**config.mk**
```make
export PLATFORM = sky130hd
export DESIGN_NAME = elevator_request_queue
export DESIGN_NICKNAME = d
export VERILOG_FILES = /design/src/rtl/elevator_pkg.sv /design/src/rtl/button_debounce.sv /design/src/rtl/elevator_request_queue.sv
export SDC_FILE = /design/constraint.sdc
export NUM_CORES = 1
export LEC_CHECK = 0
export CAP_MARGIN = 20
export CORE_ASPECT_RATIO = 1.2
export CORE_MARGIN = 2
export CORE_UTILIZATION = 55
export DETAILED_ROUTE_END_ITERATION = 8
export DONT_BUFFER_PORTS = 1
export MAX_ROUTING_LAYER = met4
export PLACE_DENSITY = 0.68
export SYNTH_ARGS = -nofsm -noshare
export SYNTH_HDL_FRONTEND = slang
export SYNTH_SLANG_ARGS = --single-unit
export TNS_END_PERCENT = 20
```
**constraint.sdc**
```tcl
create_clock -name clock -period 2.6 [get_ports clock]
set_input_delay 0.26 -clock clock [delete_from_list [all_inputs] [get_ports clock]]
set_output_delay 0.26 -clock clock [all_outputs]
set_load 0.02 [all_outputs]
```
**src/rtl/elevator_pkg.sv**
```systemverilog
`default_nettype none
// ============================================================================
//  Module      : elevator_pkg
//  Description : Shared defaults and encodings for the elevator request queue.
//  Revision    : 1.0 - initial release
// ============================================================================
package elevator_pkg;

    localparam int FLOOR_DEFAULT           = 6;
    localparam int DEBOUNCE_CYCLES_DEFAULT = 50000;

    // Controller travel state as presented on the direction port
    typedef enum logic [1:0] {
        DIR_STOP    = 2'd0,
        DIR_UP      = 2'd1,
        DIR_DOWN    = 2'd2,
        DIR_ILLEGAL = 2'd3
    } dir_t;

    // Service FSM: CLEAR is the single cycle in which the current floor is served
    typedef enum logic [1:0] {
        SVC_IDLE  = 2'd0,
        SVC_CLEAR = 2'd1,
        SVC_HOLD  = 2'd2
    } svc_state_t;

endpackage : elevator_pkg
`default_nettype wire

```
**src/rtl/button_debounce.sv**
```systemverilog
`default_nettype none
// ============================================================================
//  Module      : button_debounce
//  Description : One-bit 2-flop synchronizer plus two-tick sample history.
//                press pulses on the tick that sees 0,1,1 across three ticks.
//  Revision    : 1.0 - initial release
// ============================================================================
module button_debounce (
    input  logic clock,
    input  logic reset_n,
    input  logic tick,
    input  logic btn_raw,
    output logic press
);

    logic       r_sync_meta;
    logic       r_sync;
    logic [1:0] r_hist;     // [0] = previous tick sample, [1] = the one before

    // Bring the raw asynchronous level into the clock domain
    always_ff @(posedge clock or negedge reset_n) begin
        if (!reset_n) begin
            r_sync_meta <= 1'b0;
            r_sync      <= 1'b0;
        end else begin
            r_sync_meta <= btn_raw;
            r_sync      <= r_sync_meta;
        end
    end

    // Record the synchronized level on every sample tick
    always_ff @(posedge clock or negedge reset_n) begin
        if (!reset_n) begin
            r_hist <= 2'b00;
        end else if (tick) begin
            r_hist <= {r_hist[0], r_sync};
        end
    end

    // Rising edge confirmed on two consecutive ticks; holding never re-fires
    assign press = tick & r_sync & r_hist[0] & ~r_hist[1];

endmodule : button_debounce
`default_nettype wire

```
**src/rtl/elevator_request_queue.sv**
```systemverilog
`default_nettype none
// ============================================================================
//  Module      : elevator_request_queue
//  Description : Debounces hall/car buttons into pending-request registers and
//                clears the served floor when the controller opens the door.
//  Revision    : 1.0 - initial release
// ============================================================================
module elevator_request_queue
    import elevator_pkg::*;
#(
    parameter int FLOOR           = FLOOR_DEFAULT,
    parameter int DEBOUNCE_CYCLES = DEBOUNCE_CYCLES_DEFAULT
) (
    input  logic             clock,
    input  logic             reset_n,
    input  logic [FLOOR-1:0] btn_up,
    input  logic [FLOOR-1:0] btn_down,
    input  logic [FLOOR-1:0] btn_inside,
    input  logic [FLOOR-1:0] currentFloor,
    input  logic             door_open,
    input  logic [1:0]       direction,
    output logic [FLOOR-1:0] queueUp,
    output logic [FLOOR-1:0] queueDown,
    output logic [FLOOR-1:0] queueinside,
    output logic             pos_err
);

    localparam int                 c_CNT_W      = (DEBOUNCE_CYCLES > 1) ? $clog2(DEBOUNCE_CYCLES) : 1;
    localparam logic [c_CNT_W-1:0] c_CNT_LAST   = c_CNT_W'(DEBOUNCE_CYCLES - 1);
    // Top floor has no up call, bottom floor has no down call
    localparam logic [FLOOR-1:0]   c_UP_VALID   = ~(FLOOR'(1) << (FLOOR - 1));
    localparam logic [FLOOR-1:0]   c_DOWN_VALID = ~FLOOR'(1);

    logic [c_CNT_W-1:0]   r_tick_cnt;
    logic                 w_tick;
    logic [3*FLOOR-1:0]   w_raw;
    logic [3*FLOOR-1:0]   w_press;
    logic [FLOOR-1:0]     w_set_up;
    logic [FLOOR-1:0]     w_set_dn;
    logic [FLOOR-1:0]     w_set_in;
    logic [FLOOR-1:0]     w_mask_up;
    logic [FLOOR-1:0]     w_mask_dn;
    logic [FLOOR-1:0]     w_mask_in;
    logic [FLOOR-1:0]     w_clr_up;
    logic [FLOOR-1:0]     w_clr_dn;
    logic [FLOOR-1:0]     w_clr_in;
    logic                 w_pos_ok;
    logic                 w_in_service;
    logic                 w_clearing;
    logic                 w_serve_up;
    logic                 w_serve_dn;
    svc_state_t           r_state;
    logic [FLOOR-1:0]     r_queue_up;
    logic [FLOOR-1:0]     r_queue_dn;
    logic [FLOOR-1:0]     r_queue_in;
    logic                 r_pos_err;

    // Free-running sample-tick counter shared by every debouncer
    always_ff @(posedge clock or negedge reset_n) begin
        if (!reset_n) begin
            r_tick_cnt <= '0;
        end else if (r_tick_cnt == c_CNT_LAST) begin
            r_tick_cnt <= '0;
        end else begin
            r_tick_cnt <= r_tick_cnt + 1'b1;
        end
    end

    assign w_tick = (r_tick_cnt == c_CNT_LAST);

    // Bit layout: [FLOOR-1:0] up, [2F-1:F] down, [3F-1:2F] inside
    assign w_raw = {btn_inside, btn_down, btn_up};

    generate
        for (genvar gi = 0; gi < 3 * FLOOR; gi++) begin : g_debounce
            button_debounce u_debounce (
                .clock   (clock),
                .reset_n (reset_n),
                .tick    (w_tick),
                .btn_raw (w_raw[gi]),
                .press   (w_press[gi])
            );
        end
    endgenerate

    assign w_set_up = w_press[FLOOR-1:0]         & c_UP_VALID;
    assign w_set_dn = w_press[2*FLOOR-1:FLOOR]   & c_DOWN_VALID;
    assign w_set_in = w_press[3*FLOOR-1:2*FLOOR];

    // Service masks: which queues the current floor/direction serves. An
    // illegal direction serves only the car panel; a bad position serves none.
    assign w_pos_ok     = $onehot(currentFloor);
    assign w_in_service = (r_state == SVC_CLEAR) || (r_state == SVC_HOLD);
    assign w_clearing   = (r_state == SVC_CLEAR);
    assign w_serve_up   = (direction == DIR_STOP) || (direction == DIR_UP);
    assign w_serve_dn   = (direction == DIR_STOP) || (direction == DIR_DOWN);

    assign w_mask_in = (w_in_service && w_pos_ok)               ? currentFloor : '0;
    assign w_mask_up = (w_in_service && w_pos_ok && w_serve_up) ? currentFloor : '0;
    assign w_mask_dn = (w_in_service && w_pos_ok && w_serve_dn) ? currentFloor : '0;

    assign w_clr_in = w_clearing ? w_mask_in : '0;
    assign w_clr_up = w_clearing ? w_mask_up : '0;
    assign w_clr_dn = w_clearing ? w_mask_dn : '0;

    // Service FSM: one CLEAR cycle per door opening, then HOLD until it closes
    always_ff @(posedge clock or negedge reset_n) begin
        if (!reset_n) begin
            r_state <= SVC_IDLE;
        end else begin
            case (r_state)
                SVC_IDLE:  if (door_open)  r_state <= SVC_CLEAR;
                SVC_CLEAR: r_state <= SVC_HOLD;
                SVC_HOLD:  if (!door_open) r_state <= SVC_IDLE;
                default:   r_state <= SVC_IDLE;
            endcase
        end
    end

    // Pending requests: presses at a floor being served are dropped, clear wins
    always_ff @(posedge clock or negedge reset_n) begin
        if (!reset_n) begin
            r_queue_up <= '0;
            r_queue_dn <= '0;
            r_queue_in <= '0;
        end else begin
            r_queue_up <= (r_queue_up | (w_set_up & ~w_mask_up)) & ~w_clr_up;
            r_queue_dn <= (r_queue_dn | (w_set_dn & ~w_mask_dn)) & ~w_clr_dn;
            r_queue_in <= (r_queue_in | (w_set_in & ~w_mask_in)) & ~w_clr_in;
        end
    end

    // Sticky position error, captured only when a floor is actually served
    always_ff @(posedge clock or negedge reset_n) begin
        if (!reset_n) begin
            r_pos_err <= 1'b0;
        end else if (w_clearing && !w_pos_ok) begin
            r_pos_err <= 1'b1;
        end
    end

    assign queueUp     = r_queue_up;
    assign queueDown   = r_queue_dn;
    assign queueinside = r_queue_in;
    assign pos_err     = r_pos_err;

endmodule : elevator_request_queue
`default_nettype wire

```
==> impl_results.md <==
* Register area share after synthesis at 0.6417
* Nets at 374
* Least-Margin Pin Slew at roughly 0.59 ns
* Reg power frac at 0.555
* Final Hold Slack at -0.4068 ns
* Sw Ratio at 0.2976
* Final setup violation count at 0
* Primary FF master, synth: dfrtp_1
* Final Core Density at 0.6578
* Width of the die at 81.25 um
* Library cells used by synthesis at 33
* Max Cap Violations at 0
* # IOs at 48
* Worst EP arrival at ~2.6 ns
* Register bit total from synthesis at 101
* Post-Synthesis Cells at roughly 310
* Post-synth EDFFs at 0
* Reg clk slew, reported paths at 0.10 ns
* Crit Path Category: input pin to flop
* First-pass GRT wire length at 11.84 mm
* Worst hold path type: input pin to async pin
* Rel. slew slack at 0.6077
* Sw Pwr at roughly 0.0011 W
* CP Launch Type: input pin
* Final Cell Area at approximately 4500 um2
* Total grt overflow at 0
* Via count at 2313
* Async SR Flop Fraction at 1.000
* Clock share of power at 0.319
* 1st-iter DRT viols at roughly 160
* Max Slew Vio Count at 0
* Number of CTS-inserted buffers at 9
* Worst skew pair latency at 0.35 ns
* H-tree depth at 3
* Remaining antenna violation count at 0
* Post-cts resize count at 0
* Antenna violations before repair at 0
* N_diodes at 0
* TNS Setup at 0 ns
* Vias in the first global route at approximately 2400
* Final worst path period need at ~2.4 ns
* Drt drc at 0
* Leak pwr at approximately 2.1 nW
* Critical Path Sink Type: flop
* Drt wl/cell at 16.54 um
* Violated checks: hold timing
* Die ar. at 7857 um2
* Routability cong. at around 0.80
* R2r setup slk at roughly 0.50 ns
* Number of cells after detailed placement at ~390
* Finished Layout Cells at about 430
* Int Power at approximately 0.0026 W
* Net count after synthesis at roughly 340
* Clock buffer depth at 2
* Core Rows at 33
* RSZ-0062 raised after global routing: no
* Gr usage total at 0.2059
* P&R area growth vs syn at 15.15%
* Slowest cell on the critical path: fa_1
* F_max at roughly 400 MHz
* Clock skew at 0.008904 ns
* PortBufs at 0
* CP required at 2.80 ns
* Cell mode on critical path: fa_1
* Maximum vdd drop at about 0.63 mV
* Crit-path max cell delay at 0.51 ns
* Die height at ~97 um
* Status: finished, violations left
* Clock Sinks at about 100
* Ordered cell list for the critical path: inv_1, fa_1, fa_1, inv_1, ha_1, fa_1, nor2_1, nand3_1, nor2_1, buf_4, a31oi_1
* Final count of hold timing violations at a little over 100
* Largest net degree at the start of global routing at a little over 100
* Core box area at ~6900 um2
* Pre-antenna DRT Iters at 4
* Initial Util at 0.5712
* CTS tree: done
* Post-Syn Area at between 3000 and 4000 um2
* PwrDens at 830.6 nW/um2
* Fillers at between 400 and 500
* CTS root buffer: clkbuf_8
* Fraction of layout cells with a size suffix above 1 at 0.1613
* Dpl hpwl at ~4.5 mm
* Mean cell area of the mapped netlist at ~13 um2
* Vias/cell at between 5 and 6
* Synth warnings at 0
* Placed cell area at ~4000 um2
* Drt total wl at 7.077 mm
* Fin crit share at 0.9336
* Power share of the combinational group at 0.125
* Worst-path maximum fanout at 3
-- sequential cells by signal (all words and copies together) (netlist names) --
register / flops
g_debounce.u_debounce.r_hist: 32
g_debounce.u_debounce.r_sync: 16
g_debounce.u_debounce.r_sync_meta: 16
r_tick_cnt: 16
queueDown: 6
queueUp: 6
queueinside: 6
r_state: 2
pos_err: 1
-- final timing paths --
path,from,end,cells after the start
max reg2reg,r_tick_cnt[10],g_debounce[4].u_debounce.r_hist[1],4
max,currentFloor[0],queueUp[5],11
min in group clock,currentFloor[1],queueinside[1],1
min reg2reg,g_debounce[13].u_debounce.r_sync_meta,g_debounce[13].u_debounce.r_sync,0
min,reset_n,r_tick_cnt[4],0
max in group asynchronous,reset_n,g_debounce[3].u_debounce.r_sync_meta,0
-- cells in the mapped netlist, types with 3 or more instances --
cell / count / share of area
nand4_1: 4 / 0.0064
a21oi_1: 17 / 0.022
nand3_1: 6 / 0.0076
xnor2_1: 7 / 0.016
xor2_1: 5 / 0.011
nand2_1: 22 / 0.021
mux2_2: 33 / 0.094
fa_1: 3 / 0.015
nor2_1: 26 / 0.025
and3_1: 3 / 0.0048
o21ai_0: 3 / 0.0038
ha_1: 6 / 0.019
dfrtp_1: 101 / 0.64
inv_1: 12 / 0.011
nand2b_1: 16 / 0.025
clkbuf_1: 3 / 0.0029
a31oi_1: 18 / 0.029
-- final cells by class --
cell class                 instances  area (um2)  share of cell area
multi-input combinational        183        1308              0.2883
sequential                       101        2527              0.5572
inverter                          12       45.04            0.009931
clock inverter                     6       116.4             0.02566
clock buffer                      10       137.6             0.03034
timing repair buffer              29       292.8             0.06455
tap                               87       108.9             0.02400
-- critical path, delay by kind of cell --
| kind | cells | cell delay, ns |
|---|---|---|
| and+or+nand+nor | 3 | 0.44 |
| adders and majority gates | 4 | 1.61 |
| AOI/OAI and AO/OA | 1 | 0.08 |
| buffers and inverters | 3 | 0.23 |
-- layer usage --
layer / track usage / wire [um]
met1: 0.2692 / 3095
met2: 0.3160 / 3527
met3: 0.05224 / 305
met4: 0.06910 / 148
met5: - / 0
-- layout by cell type (no fill, tap or decap), types with 4 or more instances in the layout --
master	instances
dfrtp_1	101
mux2_2	33
nor2_1	26
dlygate4sd3_1	25
nand2_1	22
a31oi_1	18
a21oi_1	17
nand2b_1	16
inv_1	12
clkbuf_8	10
xnor2_1	7
nand3_1	6
ha_1	6
xor2_1	5
nand4_1	4
-- per-stage QoR --
stage | worst slack, ns | power (W)
after global placement | -0.1033 | 0.002537
after detailed placement | -0.1309 | 0.002568
after CTS | 0.2039 | 0.003791
after global routing | 0.04953 | 0.003956
after floorplan | -0.03583 | 0.002408
final | 0.1727 | 0.003767
-- logic make-up after synthesis --
logic type / after synthesis / share of synthesized area
buf+inv: 21 / 0.02636
flops: 101 / 0.6417
mux: 34 / 0.09689
fa+ha+maj: 9 / 0.03431
simple gates: 89 / 0.1182
compound gates: 39 / 0.05591
xor+xnor: 12 / 0.02668
-- timing repair --
action / CTS / global route
hold buffers: 22 / 3
hold endpoints to repair: 131 / 104
buffers inserted: 0 / 0
-- power groups by stage --
stage / registers, W / logic [W] / clock network [W]
2_1_floorplan: 0.00205 / 0.000355 / 0
3_3_place_gp: 0.00212 / 0.000418 / 0
3_5_place_dp: 0.00213 / 0.000440 / 0
4_1_cts: 0.00210 / 0.000470 / 0.00122
5_1_grt: 0.00212 / 0.000543 / 0.00129
6_report: 0.00209 / 0.000472 / 0.00120
Power figures use the tool's default switching activity.
